<file path="config.mk">
export PLATFORM = sky130hd
export DESIGN_NAME = bcd_scan_display
export DESIGN_NICKNAME = d
export VERILOG_FILES = /design/src/rtl/bcd_scan_display.sv
export SDC_FILE = /design/constraint.sdc
export NUM_CORES = 1
export LEC_CHECK = 0
export ABC_AREA = 1
export ABC_CLOCK_PERIOD_IN_PS = 1300
export BUFFER_PORTS_ARGS = -buffer_cell sky130_fd_sc_hd__buf_2
export CORE_MARGIN = 3
export CORE_UTILIZATION = 25
export CTS_CLUSTER_SIZE = 8
export DETAILED_ROUTE_END_ITERATION = 10
export PLACE_DENSITY = 0.51
export SYNTH_ARGS = -nofsm -noshare
export SYNTH_HDL_FRONTEND = slang
export SYNTH_SLANG_ARGS = --single-unit
</file>
<file path="constraint.sdc">
create_clock -name clk_50M -period 1.3 [get_ports clk_50M]
set_input_delay 0.065 -clock clk_50M [delete_from_list [all_inputs] [get_ports clk_50M]]
set_output_delay 0.065 -clock clk_50M [all_outputs]
set_load 0.03 [all_outputs]
</file>
<file path="src/rtl/bcd_scan_display.sv">
// Tens-digit tracker and 2-digit multiplexed 7-segment driver fed by a mod-10 units counter.
// Seg/An are registered together from the pre-edge slot, units and tens values.
module bcd_scan_display #(
  parameter int unsigned REFRESH_DIV    = 50000,
  parameter int unsigned TENS_MOD       = 10,
  parameter int unsigned BLANK_LEADING  = 1,
  parameter int unsigned SEG_ACTIVE_LOW = 1
) (
  input  logic       clk_50M,
  input  logic       Reset,
  input  logic [3:0] Digit,
  input  logic       Clear,
  output logic [6:0] Seg,
  output logic [1:0] An,
  output logic [3:0] Tens,
  output logic       Overflow
);

  localparam int unsigned CNT_W    = $clog2(REFRESH_DIV);
  localparam logic [6:0]  SEG_OFF  = (SEG_ACTIVE_LOW != 0) ? 7'h7F : 7'h00;
  localparam logic [3:0]  TENS_MAX = 4'(TENS_MOD - 1);

  logic [3:0]       units_q;
  logic [3:0]       tens;
  logic [CNT_W-1:0] refresh_cnt;
  logic             sel;
  logic             wrap_c;
  logic [6:0]       seg_c;
  logic [1:0]       an_c;

  // Active-high gfedcba glyphs; anything above 9 renders as a dash.
  function automatic logic [6:0] enc(input logic [3:0] d);
    logic [6:0] g;
    case (d)
      4'd0:    g = 7'h3F;
      4'd1:    g = 7'h06;
      4'd2:    g = 7'h5B;
      4'd3:    g = 7'h4F;
      4'd4:    g = 7'h66;
      4'd5:    g = 7'h6D;
      4'd6:    g = 7'h7D;
      4'd7:    g = 7'h07;
      4'd8:    g = 7'h7F;
      4'd9:    g = 7'h6F;
      default: g = 7'h40;
    endcase
    return (SEG_ACTIVE_LOW != 0) ? ~g : g;
  endfunction

  assign wrap_c = (units_q == 4'd9) && (Digit == 4'd0);
  assign Tens   = tens;

  // Units sample and tens update; Clear outranks a simultaneous wrap.
  always_ff @(posedge clk_50M or negedge Reset) begin
    if (!Reset) begin
      units_q  <= 4'd0;
      tens     <= 4'd0;
      Overflow <= 1'b0;
    end else begin
      units_q <= Digit;
      if (Clear) begin
        tens     <= 4'd0;
        Overflow <= 1'b0;
      end else if (wrap_c && (tens == TENS_MAX)) begin
        tens     <= 4'd0;
        Overflow <= 1'b1;
      end else if (wrap_c) begin
        tens     <= tens + 4'd1;
        Overflow <= 1'b0;
      end else begin
        Overflow <= 1'b0;
      end
    end
  end

  // Slot timer: sel flips each time the refresh counter reaches its terminal count.
  always_ff @(posedge clk_50M or negedge Reset) begin
    if (!Reset) begin
      refresh_cnt <= '0;
      sel         <= 1'b0;
    end else if (refresh_cnt == CNT_W'(REFRESH_DIV - 1)) begin
      refresh_cnt <= '0;
      sel         <= ~sel;
    end else begin
      refresh_cnt <= refresh_cnt + CNT_W'(1);
    end
  end

  always_comb begin
    seg_c = SEG_OFF;
    an_c  = 2'b11;
    if (!sel) begin
      an_c  = 2'b10;
      seg_c = enc(units_q);
    end else if (!((BLANK_LEADING != 0) && (tens == 4'd0))) begin
      an_c  = 2'b01;
      seg_c = enc(tens);
    end
  end

  // Segments and anodes change on the same edge to avoid ghosting.
  always_ff @(posedge clk_50M or negedge Reset) begin
    if (!Reset) begin
      Seg <= SEG_OFF;
      An  <= 2'b11;
    end else begin
      Seg <= seg_c;
      An  <= an_c;
    end
  end

endmodule

</file>
; ---- Word-level counts from Yosys, hierarchy flattened
; Memories as Yosys holds them, arrays and structs flattened.
; Cells that the tools add are included.
[totals]
romBits = 224
mem_count = 2
regBits = 35
inputBits = 7
wordCells = 35
output_inout_bits = 14
[memory_table]
columns = name, words, word_bits, read_ports, rd_clocked_by_memory_dff, write_ports, line
row1 = (name not given), 16, 7, 1, 0, 0, 34  ; case (d)
row2 = (name not given), 16, 7, 1, 0, 0, 34
[op_classes]
mux = 13
n_reduce_logical = 5
addsub = 2
eq_ne = 3
bitwise = 3
[ops]
columns = operator, n
row1 = $mux W7, 5
row2 = $add A16 B1 Y16 const B, 1
row3 = $eq A16 B16 Y1 const B, 1
row4 = $mux W16, 1
row5 = $not A7 Y7, 2
row6 = $mux W4, 3
row7 = $eq A4 B4 Y1 const B, 2
row8 = $logic_not A4 Y1, 2
row9 = $add A4 B1 Y4 const B, 1
row10 = $mux W2, 2
row11 = $reduce_bool A3 Y1, 1
row12 = $logic_and A1 B1 Y1, 2
row13 = $mux W1, 2
row14 = $not A1 Y1, 1

; ---- Depth between registers and ports, before layout
[logic_depth]
depth_word = 6
ltp_mapped = 9
mapped_depth_nobuf = 9

; ---- Worst setup path after synthesis
; Ideal clock, no wire load.
[synth_timing]
kind = register to register
from = register tens[1] (netlist: Tens[1])
to = register Seg[0]
t_required_ps = 1215
path_stages_with_launch = 6
period_less_slack_ps = 1452
arrival_ps = 1367
path_slack_ps = -152
cell_sequence = dfrtp_1 > inv_1 > ha_1 > or2_2 > o211ai_1 > a21oi_1
[synth_between]
elab_chain_cells = 6
word_cells_on_any_way = 7
classes_between = 4 x mux / 1 x bitwise / 1 x reduce/logical / 1 x memory
[synth_lines]
columns = element, line
row1 = from (decl), 24  ; logic [3:0] tens;
row2 = from (signal assigned), 68  ; tens <= tens + 4'd1;
row3 = $mem_v2 Z16 W7, -
row4 = $mux W7, 95  ; end else if (!((BLANK_LEADING != 0) && (tens == 4'd0))) begin
row5 = $mux W7, 92  ; if (!sel) begin
row6 = $not A7 Y7, 47  ; return (SEG_ACTIVE_LOW != 0) ? ~g : g;
row7 = $mux W7 (*), 95
row8 = $mux W7 (*), 92
row9 = named net seg_c[0], 28  ; logic [6:0] seg_c;
row10 = to (signal assigned), 107  ; Seg <= seg_c;
row11 = to (decl), 13  ; output logic [6:0] Seg,
; Mark *: on every way through the listed nets, which the timed path passes. The rest lies on a longest branch. The select of a mux whose other input is x is not followed.
; A chain may end at the register's enable or synchronous reset.

; ---- Worst setup path after layout
[layout_timing]
from = register tens[0] (netlist: Tens[0])
to = output port Tens[0]
[layout_lines]
columns = element, line
row1 = to (decl), 15  ; output logic [3:0] Tens,
; No word-level cell between the ends.

==> results.yml <==
flow_run:
  maxCapViolCount: 0
global_routing:
  track_usage: 0.103
  grt_pass1_vias: 1519
  grt_max_degree: 23
  gr-total-overflow: 0
  antenna_found_initial: 0
  grt_pass1_wl_um: 6930
routing:
  routed_via_density: 4.23
  drt_first_pass_iters: 4
  finalWirelength_um: 4170
  initialDrtViolationCount: 26
  post-route-drc-count: 0
  num_vias: 1592
  postRouteAntennaNets: 0
  routedWlPerCell_um: 11.1
sta:
  fin_skew_ps: 6.90
  fmax_ghz: 0.790
  rsz0062_at_grt: "yes"
  finalCriticalPeriod_ps: 1270
  maxSlewHeadroom: 0.768
  worst_slew_pin_slew_ps: 348
  slew_violations: 0
  hold_violations: 0
  finalSetupViolCount: 0
  finalCritPeriodShare: 0.973
  holdWs_ps: 230
  finalWorstSetupSlack_ps: 34.8
synth:
  synth_top_area_frac: 0.343
  ys_ff_latch: 35
  yosys_warnings: 0
  synth.distinct_cells: 28
  synthFlopType: "dfrtp_1"
  synth_area_leaders: "dfrtp_1 (34%), dfstp_2 (12%), nand2_1 (8.5%)"
  synthArstFlopShare: 1.00
  syn_nets: 247
  synthesis.area_um2: 1900
  syn_area_per_cell_um2: 8.32
  synth-seq-area-share: 0.468
  synth_edf_count: 0
  syn_inst: 228
  yosysTopAreaCell: "dfrtp_1"
clock_network:
  cts_sinks: 35
  clkTransAtPathRegs_ps: 80
  cts_buffers: 5
  cts.path.max_buffers: 2
  cts_tree: "built"
  cts_root_buf: "clkbuf_8"
  insertion_delay_ps: 300
  htreeDepth: 2
place:
  place_ws_ps: -13.5
  port_buffers: 20
  routabilityCongestion: 0.827
  place_inst: 356
  place.detailed.hpwl_um: 3050
cells_and_area:
  final_cells: 376
  final_util: 0.348
  num_antenna_cells: 0
  final_layout_size_suffix_gt1_frac: 0.357
  finalNetCount: 295
  fillerInstances: 783
  area_growth_syn_to_layout_pct: 33.9
setup_path:
  reg2regPathDepth: 6
  cp-start-kind: "flop"
  critPathKind: "flop to output port"
  cp_max_fo: 4
  reg2reg_slack_ps: 50
  crit_path_top_delay_cell: "dfrtp_2"
  required_ps: 1240
  worst_ep_arrival_time_ps: 1200
  r2r_end: "Tens[1]"
  path_common_cell: "buf_4"
  max_stage_delay_ps: 450
  rr_startpoint: "Tens[1]"
  end_kind: "output port"
  crit_chain: "buf_4, buf_4, buf_2"
power:
  power_density_nw_per_um2: 968
  power.total_mw: 2.46
  p_leak_nw: 1.23
  vdd_drop_max_mv: 0.337
floorplan:
  die_w_um: 93.1
  dieArea_um2: 8670
  core_area_um2: 7290
  fp-row-count: 31
  die_y_um: 93.1
  start_util: 0.260
  io_pins: 21
run_status:
  status: "complete, no violations"
hold_path:
  holdCritPathClass: "input port to async pin"
## stage by stage
stage,TNS (ps),area [um2]
after CTS,-2.68,2410
final,0,2540
after global routing,-300,2540
after detailed placement,-33.7,2210
after floorplan,0,1900
after global placement,0,2210
## cells in the mapped netlist (all sizes together), types with 5 or more instances
library cell	n
ha	12
nand3	14
o21ai	7
nand2	48
xor2	9
a21oi	13
dfrtp	26
nor2	45
inv	30
nand4	5
dfstp	9
## cells in the final DEF (no fill, tap or decap), drive strengths merged, types with 6 or more instances in the layout
cell type,n
xor2,9
nand2,48
a21oi,13
nor2,45
buf,36
nand3,14
dlygate4sd3,6
ha,12
dfrtp,26
dfstp,9
inv,31
o21ai,7
## cells by family after synthesis
group / Yosys count / synth area share
simple gates: 116 / 0.276
xor+xnor: 10 / 0.0462
fa+ha+maj: 12 / 0.0792
buf+inv: 32 / 0.0646
compound gates: 23 / 0.0660
flops: 35 / 0.468
## report_power, final
group	switching (mW)	leakage [nW]	internal (mW)
Combinational	0.182	0.745	0.121
Clock	0.434	0.0581	0.571
Sequential	0.0206	0.427	1.13
## worst max-delay path, delay by kind of cell (launching register included)
family	cells	cell delay (ps)
buffers and inverters	3	450
flip-flops	1	450
## state kept, by name (all words and copies together), names as in the netlist
register / flops
refresh_cnt: 16
Tens: 4
Overflow: 1
An: 2
Seg: 7
sel: 1
units_q: 4
## worst max-delay path by stage
stage              startpoint               to  slack (ps)  cells past startpoint
3_5_place_dp   refresh_cnt[0]   refresh_cnt[8]         -10                      8
6_report              Tens[0]          Tens[0]          30                      3
2_1_floorplan         Tens[0]           Seg[0]           1                      6
4_1_cts               Tens[1]           Seg[3]          -3                      6
5_1_grt        refresh_cnt[1]  refresh_cnt[12]         -50                      9
3_3_place_gp          Tens[1]           Seg[5]         0.8                      6
## routing by layer
metal / vias up / part of all wire / global-route usage
met4: 0 / 0.017 / 0.0440
met3: 9 / 0.039 / 0.0265
met5: - / 0 / 0
met1: 741 / 0.46 / 0.128
met2: 30 / 0.49 / 0.167
li1: 812 / - / -
## what timing repair did
action                     CTS  global route
hold buffers                 6             0
buffers inserted             1             5
pin swaps                    1            13
gates resized for setup      6            26
hold endpoints to repair    35             0
setup endpoints to repair   10            23
## cell type report
cell class / instances / area (um2) / area share
tap: 99 / 124 / 0.0488
timing repair buffer: 42 / 293 / 0.115
inverter: 31 / 121 / 0.0478
multi-input combinational: 161 / 997 / 0.393
clock inverter: 3 / 43.8 / 0.0172
clock buffer: 5 / 68.8 / 0.0271
sequential: 35 / 892 / 0.351
No activity file was read; power rests on OpenSTA's default activity.
